[config.mk]
export PLATFORM = sky130hd
export DESIGN_NAME = ones_count_stream
export DESIGN_NICKNAME = d
export VERILOG_FILES = /design/src/rtl/ones_count_pkg.sv /design/src/rtl/ones_count_stream_popcount.sv /design/src/rtl/ones_count_stream.sv
export SDC_FILE = /design/constraint.sdc
export NUM_CORES = 1
export LEC_CHECK = 0
export ABC_AREA = 0
export CAP_MARGIN = 30
export CORE_ASPECT_RATIO = 1.75
export CORE_MARGIN = 3
export CORE_UTILIZATION = 40
export CTS_CLUSTER_DIAMETER = 60
export DETAILED_ROUTE_END_ITERATION = 12
export HOLD_SLACK_MARGIN = 0.05
export PLACE_DENSITY = 0.64
export SYNTH_ARGS = -nofsm -noshare
export SYNTH_HDL_FRONTEND = slang
export SYNTH_SLANG_ARGS = --single-unit
export TNS_END_PERCENT = 10
[constraint.sdc]
create_clock -name clk -period 2.6 [get_ports clk]
set_input_delay 0.78 -clock clk [delete_from_list [all_inputs] [get_ports clk]]
set_output_delay 0.78 -clock clk [all_outputs]
set_load 0.02 [all_outputs]
[src/rtl/ones_count_pkg.sv]
// Shared definitions for the streaming ones counter.
// Contents: the state encoding, the width helpers used to derive the counter widths,
// and a saturating adder that the accumulator and the word counter both use.
package ones_count_pkg;

  // State encoding. DRAIN is reached only when ONES_STREAM_PIPE_EN is defined.
  localparam logic [1:0] ST_IDLE  = 2'd0;
  localparam logic [1:0] ST_ACC   = 2'd1;
  localparam logic [1:0] ST_DRAIN = 2'd2;
  localparam logic [1:0] ST_HOLD  = 2'd3;

  typedef enum logic [1:0] {
    IDLE  = ST_IDLE,
    ACC   = ST_ACC,
    DRAIN = ST_DRAIN,
    HOLD  = ST_HOLD
  } state_t;

  // Ceiling log2. Returns 0 for v <= 1. Used only in constant contexts.
  function automatic int clog2_u(input int v);
    int r;
    r = 0;
    for (int i = 0; i < 31; i++) begin
      if ((64'd1 << i) < 64'(v)) r = i + 1;
    end
    return r;
  endfunction

  // Accumulator width: enough for a full nominal frame of all-ones words.
  function automatic int cnt_width(input int data_w, input int max_words);
    return clog2_u(data_w * max_words + 1);
  endfunction

  // Word-counter width: enough to hold MAX_WORDS.
  function automatic int word_width(input int max_words);
    return clog2_u(max_words + 1);
  endfunction

  // a + b clamped to max. Operands are zero-extended to 32 bits by the caller
  // and the result is narrowed back, so one function serves every counter width.
  function automatic logic [31:0] sat_add(input logic [31:0] a,
                                          input logic [31:0] b,
                                          input logic [31:0] max);
    logic [32:0] sum;
    sum = {1'b0, a} + {1'b0, b};
    return (sum > {1'b0, max}) ? max : sum[31:0];
  endfunction

endpackage

[src/rtl/ones_count_stream_popcount.sv]
// popcount_w: purely combinational count of the set bits in one DATA_W-bit word.
// This is the width-generic form of the original 8-bit ones counter.
module popcount_w #(
  parameter  int DATA_W = 8,
  localparam int CNT_W  = $clog2(DATA_W + 1)
) (
  input  logic [DATA_W-1:0] data,
  output logic [CNT_W-1:0]  count
);

  // Ripple sum of every bit; synthesis turns this into an adder tree.
  always_comb begin
    count = '0;
    for (int i = 0; i < DATA_W; i++) begin
      count = count + CNT_W'(data[i]);
    end
  end

endmodule

[src/rtl/ones_count_stream.sv]
// ones_count_stream: counts set bits across a frame of DATA_W-bit words received on a
// valid/ready stream and emits one result per frame (ones total, word count, overflow).
//
// Handshake: a beat transfers on a rising clk edge where valid && ready are both high.
// The producer must hold valid and its payload until that edge; the consumer's ready
// may change freely and never depends on the same interface's valid.
//
// Configuration macro: ONES_STREAM_PIPE_EN
//   undefined - popcount feeds the accumulator directly; out_valid rises one cycle
//               after the last word is accepted.
//   defined   - popcount and in_last are registered first; a DRAIN state covers the
//               extra stage, so out_valid rises two cycles after the last word and
//               in_ready drops one cycle after it. Throughput stays one word per cycle.
module ones_count_stream
  import ones_count_pkg::*;
#(
  parameter  int DATA_W    = 8,
  parameter  int MAX_WORDS = 16,
  localparam int CNT_W     = cnt_width(DATA_W, MAX_WORDS),
  localparam int WORD_W    = word_width(MAX_WORDS)
) (
  input  logic              clk,
  input  logic              rst,
  input  logic              in_valid,
  output logic              in_ready,
  input  logic [DATA_W-1:0] in_data,
  input  logic              in_last,
  output logic              out_valid,
  input  logic              out_ready,
  output logic [CNT_W-1:0]  out_count,
  output logic [WORD_W-1:0] out_words,
  output logic              out_ovf
);

  localparam int          PC_W     = $clog2(DATA_W + 1);
  localparam logic [31:0] CNT_MAX  = 32'((64'd1 << CNT_W) - 64'd1);
  localparam logic [31:0] WORD_MAX = 32'((64'd1 << WORD_W) - 64'd1);

`ifdef ONES_STREAM_PIPE_EN
  // With the extra stage the last word still has to drain before the result exists.
  localparam state_t LAST_DEST = DRAIN;
`else
  localparam state_t LAST_DEST = HOLD;
`endif

  state_t             state;
  logic [CNT_W-1:0]   acc;
  logic [WORD_W-1:0]  wcnt;
  logic               ovf;

  logic               in_xfer;
  logic               out_xfer;
  logic [PC_W-1:0]    word_ones;

  // Word presented to the accumulator this cycle.
  logic               add_en;
  logic               add_last;
  logic [PC_W-1:0]    add_ones;

  logic [CNT_W-1:0]   acc_next;
  logic [WORD_W-1:0]  wcnt_next;
  logic               ovf_next;

  popcount_w #(.DATA_W(DATA_W)) u_popcount (
    .data  (in_data),
    .count (word_ones)
  );

  // Words are taken only while a frame is open; reset overrides everything.
  assign in_ready = !rst && ((state == IDLE) || (state == ACC));
  assign in_xfer  = in_valid && in_ready;
  assign out_xfer = out_valid && out_ready;

`ifdef ONES_STREAM_PIPE_EN
  logic            stg_valid;
  logic            stg_last;
  logic [PC_W-1:0] stg_ones;

  // Register the per-word bit count and the frame marker ahead of the accumulator.
  always_ff @(posedge clk or posedge rst) begin
    if (rst) begin
      stg_valid <= 1'b0;
      stg_last  <= 1'b0;
      stg_ones  <= '0;
    end else begin
      stg_valid <= in_xfer;
      stg_last  <= in_xfer && in_last;
      stg_ones  <= word_ones;
    end
  end

  assign add_en   = stg_valid;
  assign add_last = stg_last;
  assign add_ones = stg_ones;
`else
  assign add_en   = in_xfer;
  assign add_last = in_last;
  assign add_ones = word_ones;
`endif

  // Next accumulator values. Both counters clamp at all-ones. The overflow flag is
  // sticky and is set by any word arriving once MAX_WORDS words are already counted,
  // so it stays correct even when the word counter itself has saturated.
  always_comb begin
    acc_next  = CNT_W'(sat_add(32'(acc), 32'(add_ones), CNT_MAX));
    wcnt_next = WORD_W'(sat_add(32'(wcnt), 32'd1, WORD_MAX));
    ovf_next  = ovf || (32'(wcnt) >= 32'(MAX_WORDS));
  end

  // Frame FSM together with the accumulator and the registered result.
  always_ff @(posedge clk or posedge rst) begin
    if (rst) begin
      state     <= IDLE;
      acc       <= '0;
      wcnt      <= '0;
      ovf       <= 1'b0;
      out_valid <= 1'b0;
      out_count <= '0;
      out_words <= '0;
      out_ovf   <= 1'b0;
    end else begin
      case (state)
        IDLE, ACC: begin
          if (in_xfer) state <= in_last ? LAST_DEST : ACC;
        end
        DRAIN: begin
          if (add_en && add_last) state <= HOLD;
        end
        HOLD: begin
          if (out_xfer) state <= IDLE;
        end
        default: state <= IDLE;
      endcase

      // The accumulator never sees a word while a result is held, so the
      // two branches below never compete for the same cycle.
      if (add_en) begin
        acc  <= acc_next;
        wcnt <= wcnt_next;
        ovf  <= ovf_next;
        if (add_last) begin
          out_valid <= 1'b1;
          out_count <= acc_next;
          out_words <= wcnt_next;
          out_ovf   <= ovf_next;
        end
      end else if (out_xfer) begin
        // Result consumed: start the next frame from zero.
        out_valid <= 1'b0;
        acc       <= '0;
        wcnt      <= '0;
        ovf       <= 1'b0;
      end
    end
  end

endmodule

==> key figures <==
Routing
  – DRT iter0 DRCs: 30
  – Iteration count of the initial detailed-routing pass: 4
  – Vias: 1471
  – Routed len/inst: 14.0 um
  – Total DRC errors in the routed layout: 0
  – Post-DRT Antenna Nets: 0
  – Routed vias/inst: 5.27
  – Final wirelength: 3.91 mm

Place
  – Placed Cells: 270
  – Gpl congestion: 0.815
  – Port bufs: 28
  – Detailed placement HPWL: 2.98 mm

Clock network
  – CTS tree: yes
  – CTS buffer count: 5
  – Clock transition at the registers of the reported paths: 0.07 ns
  – Root Driver: clkbuf_8
  – Clk_lat worst skew: 0.28 ns
  – H-tree depth: 2
  – Hold-fix buffers, CTS: 0
  – Clk sink count: 31
  – Maximum clock path buffer count: 2

Synthesis
  – Syn Inst Count: 185
  – Cell accounting for the most synthesized area: dfrtp_1
  – Distinct cells, synth: 37
  – Warnings from Yosys: 0
  – Post-Syn Area: 1750 um2
  – Flops & latches, synth: 31
  – Synth top area share: 44.4%
  – Mapped Nets: 211
  – Post-synthesis sequential area ratio: 44.4%
  – Mean Syn Cell Area: 9.45 um2
  – Synth top area cells: dfrtp_1 44%, fa_1 5.7%, ha_1 5.7%, o21ai_0 5.7%, nand2_1 5.4%

Setup path
  – Crit-path leading delay family: adder cells
  – Cell mode on critical path: fa_1
  – CP max FO: 3
  – Critical Path Max Stage Delay: 0.52 ns
  – Crit path DAT: 4.24 ns
  – Worst path slowest cell: fa_1
  – WP buf/inv: 4
  – Crit path kind: input port to flop
  – CP Capture Type: flop
  – Crit start category: input port
  – CP cell instances: buf_6, ha_4, inv_2, fa_1, fa_1, fa_2, fa_1, fa_2, nand2b_4, a211oi_4, buf_6, buf_12, and4_4, nor3_2
  – Crit path required time: 2.75 ns

Layout
  – Share of cells above drive strength 1: 21.3%
  – Most common cell after layout, fill and taps aside: dfrtp_1
  – Antenna Cells: 0
  – Finished Core Util: 57.4%
  – Cell Count, Final, Fillers Out: 279
  – Commonest cells after routing, fill and taps aside: 31 x dfrtp_1, 25 x nand2_1, 23 x clkdlybuf4s50_1, 15 x inv_1, 14 x buf_4
  – Layout Area Growth over Synthesis: 37.7%
  – Nets: 255

Global route
  – Gr usage total: 16.1%
  – Initial antenna violation count: 0
  – Total gr overflow: 0
  – Vias in the first global route: 1538
  – Largest net degree at the start of global routing: 27
  – First-pass GRT wire length: 6.72 mm

Run
  – Max_cap viols: 0

STA
  – Slew @ Worst Pin: 0.518 ns
  – Final period util: 157%
  – Post-route setup TNS: -22.24 ns
  – Fin. Hold Viols: 0
  – Hold WS: 0.482 ns
  – Clock Skew: 0.00949 ns
  – Final worst slack: -1.49 ns
  – Min cycle time layout: 4.09 ns
  – Final setup violation count: 16
  – RSZ-0062 raised after global routing: true
  – Pins over their slew limit: 0
  – Normalized max-slew margin: 65.4%
  – Achievable Freq: 0.245 GHz

Floorplanning
  – Core ar.: 4190 um2
  – # rows: 31
  – IO Pins: 29
  – Die footprint: 5230 um2
  – Die H: 93.5 um
  – Die Wd: 56.0 um
  – Initial Util: 41.7%

Power and ir drop
  – Peak VDD IR: 0.493 mV
  – Leakage Power: 1.09 nW
  – P per Cell Area: 1040 nW/um2

Status
  – Status: finished, violations left
  – Violated checks: negative setup slack

Min path
  – Hold Crit Class: flop to flop
==> report_power, final <==
part / leakage, nW / switching, mW / internal [mW]
clock network: 0.0612 / 0.186 / 0.310
registers: 0.401 / 0.165 / 0.661
logic: 0.625 / 0.603 / 0.574
==> stage by stage <==
stage / setup slack (ns) / instance area (um2) / total power [mW]
finish: -1.49 / 2410 / 2.50
global route: -1.60 / 2410 / 2.70
CTS: -1.52 / 2370 / 2.47
detailed placement: -2.36 / 2190 / 1.94
global placement: -2.18 / 2190 / 1.89
floorplan: -1.61 / 1760 / 1.49
==> kinds of logic after synthesis <==
| group | synth area share [%] |
|---|---|
| AO/OA/AOI/OAI | 19.6 |
| AND/OR/NAND/NOR | 15.3 |
| flip-flops | 44.4 |
| buffers and inverters | 5.37 |
| adder cells (fa/ha/maj) | 11.5 |
| multiplexers | 2.36 |
| XOR/XNOR | 1.50 |
==> layout make-up <==
cell class | instances | area (um2)
multi-input cells | 130 | 972
well taps | 49 | 61.3
clock inverters | 2 | 35.0
repair buffers | 44 | 415
fillers | 371 | 1780
clock buffers | 6 | 82.6
flip-flops and latches | 31 | 776
inverters | 17 | 63.8
==> registers in the layout, summed over array words and instances (netlist names) <==
| register | cells |
|---|---|
| state | 2 |
| out_count | 8 |
| out_ovf | 1 |
| out_words | 5 |
| wcnt | 5 |
| ovf | 1 |
| out_valid | 1 |
| acc | 8 |
==> worst paths after layout <==
check                                         start                        to  cells after the start  slack (ns)
max                                      in_data[0]        acc[6]$_DFFE_PP0P_                     14       -1.49
min                        out_count[7]$_DFFE_PP0P_  out_count[7]$_DFFE_PP0P_                      2        0.48
max reg2reg                      acc[0]$_DFFE_PP0P_        acc[6]$_DFFE_PP0P_                      9        0.67
min reg2reg                out_count[7]$_DFFE_PP0P_  out_count[7]$_DFFE_PP0P_                      2        0.48
max in group asynchronous                       rst      state[0]$_DFFE_PP0P_                      4        1.12
min in group asynchronous                       rst  out_count[0]$_DFFE_PP0P_                      3        0.88
==> per-layer routing <==
metal	vias to the layer above	GRT usage [%]	wire length, um
met5	-	0	0
met4	0	6.73	63
met3	5	2.90	107
met2	29	29.7	2190
met1	709	17.6	1540
li1	728	-	-
==> cells in the mapped netlist <==
cell and count:
buf_2 3, nor4_1 1, a211oi_1 3, xnor2_1 2, fa_1 5, xor2_1 1
nor3b_4 1, o22a_1 1, ha_1 8, nor2_1 6, a21boi_0 1, mux2_2 1
dfrtp_1 31, mux2i_1 3, a211oi_4 1, a311oi_1 1, and3_1 1, and4_1 1
and4_2 1, and2_1 1, o21a_1 2, nor3_1 3, a21o_1 3, nand3_1 11
nand2b_1 2, a211o_2 1, a22oi_1 1, o21ai_0 20, o31ai_1 2, nand2_1 25
a31o_2 1, inv_1 17, nor2b_1 2, a211o_1 1, clkbuf_1 4, a31oi_1 2
a21oi_1 15
==> worst reg2reg max path: stages, from the launching register on <==
cell	delay, ns
dfrtp_1	0.35
ha_1	0.17
inv_1	0.06
fa_2	0.35
nand2b_4	0.17
a211oi_4	0.23
buf_6	0.14
buf_12	0.09
and4_4	0.21
nor3_2	0.03
==> what timing repair did <==
item / CTS / global route
setup buffers: 1 / 0
pin swaps: 9 / 3
gates resized for setup: 28 / 7
setup endpoints to repair: 17 / 16
(Power assumes the default switching activity.)
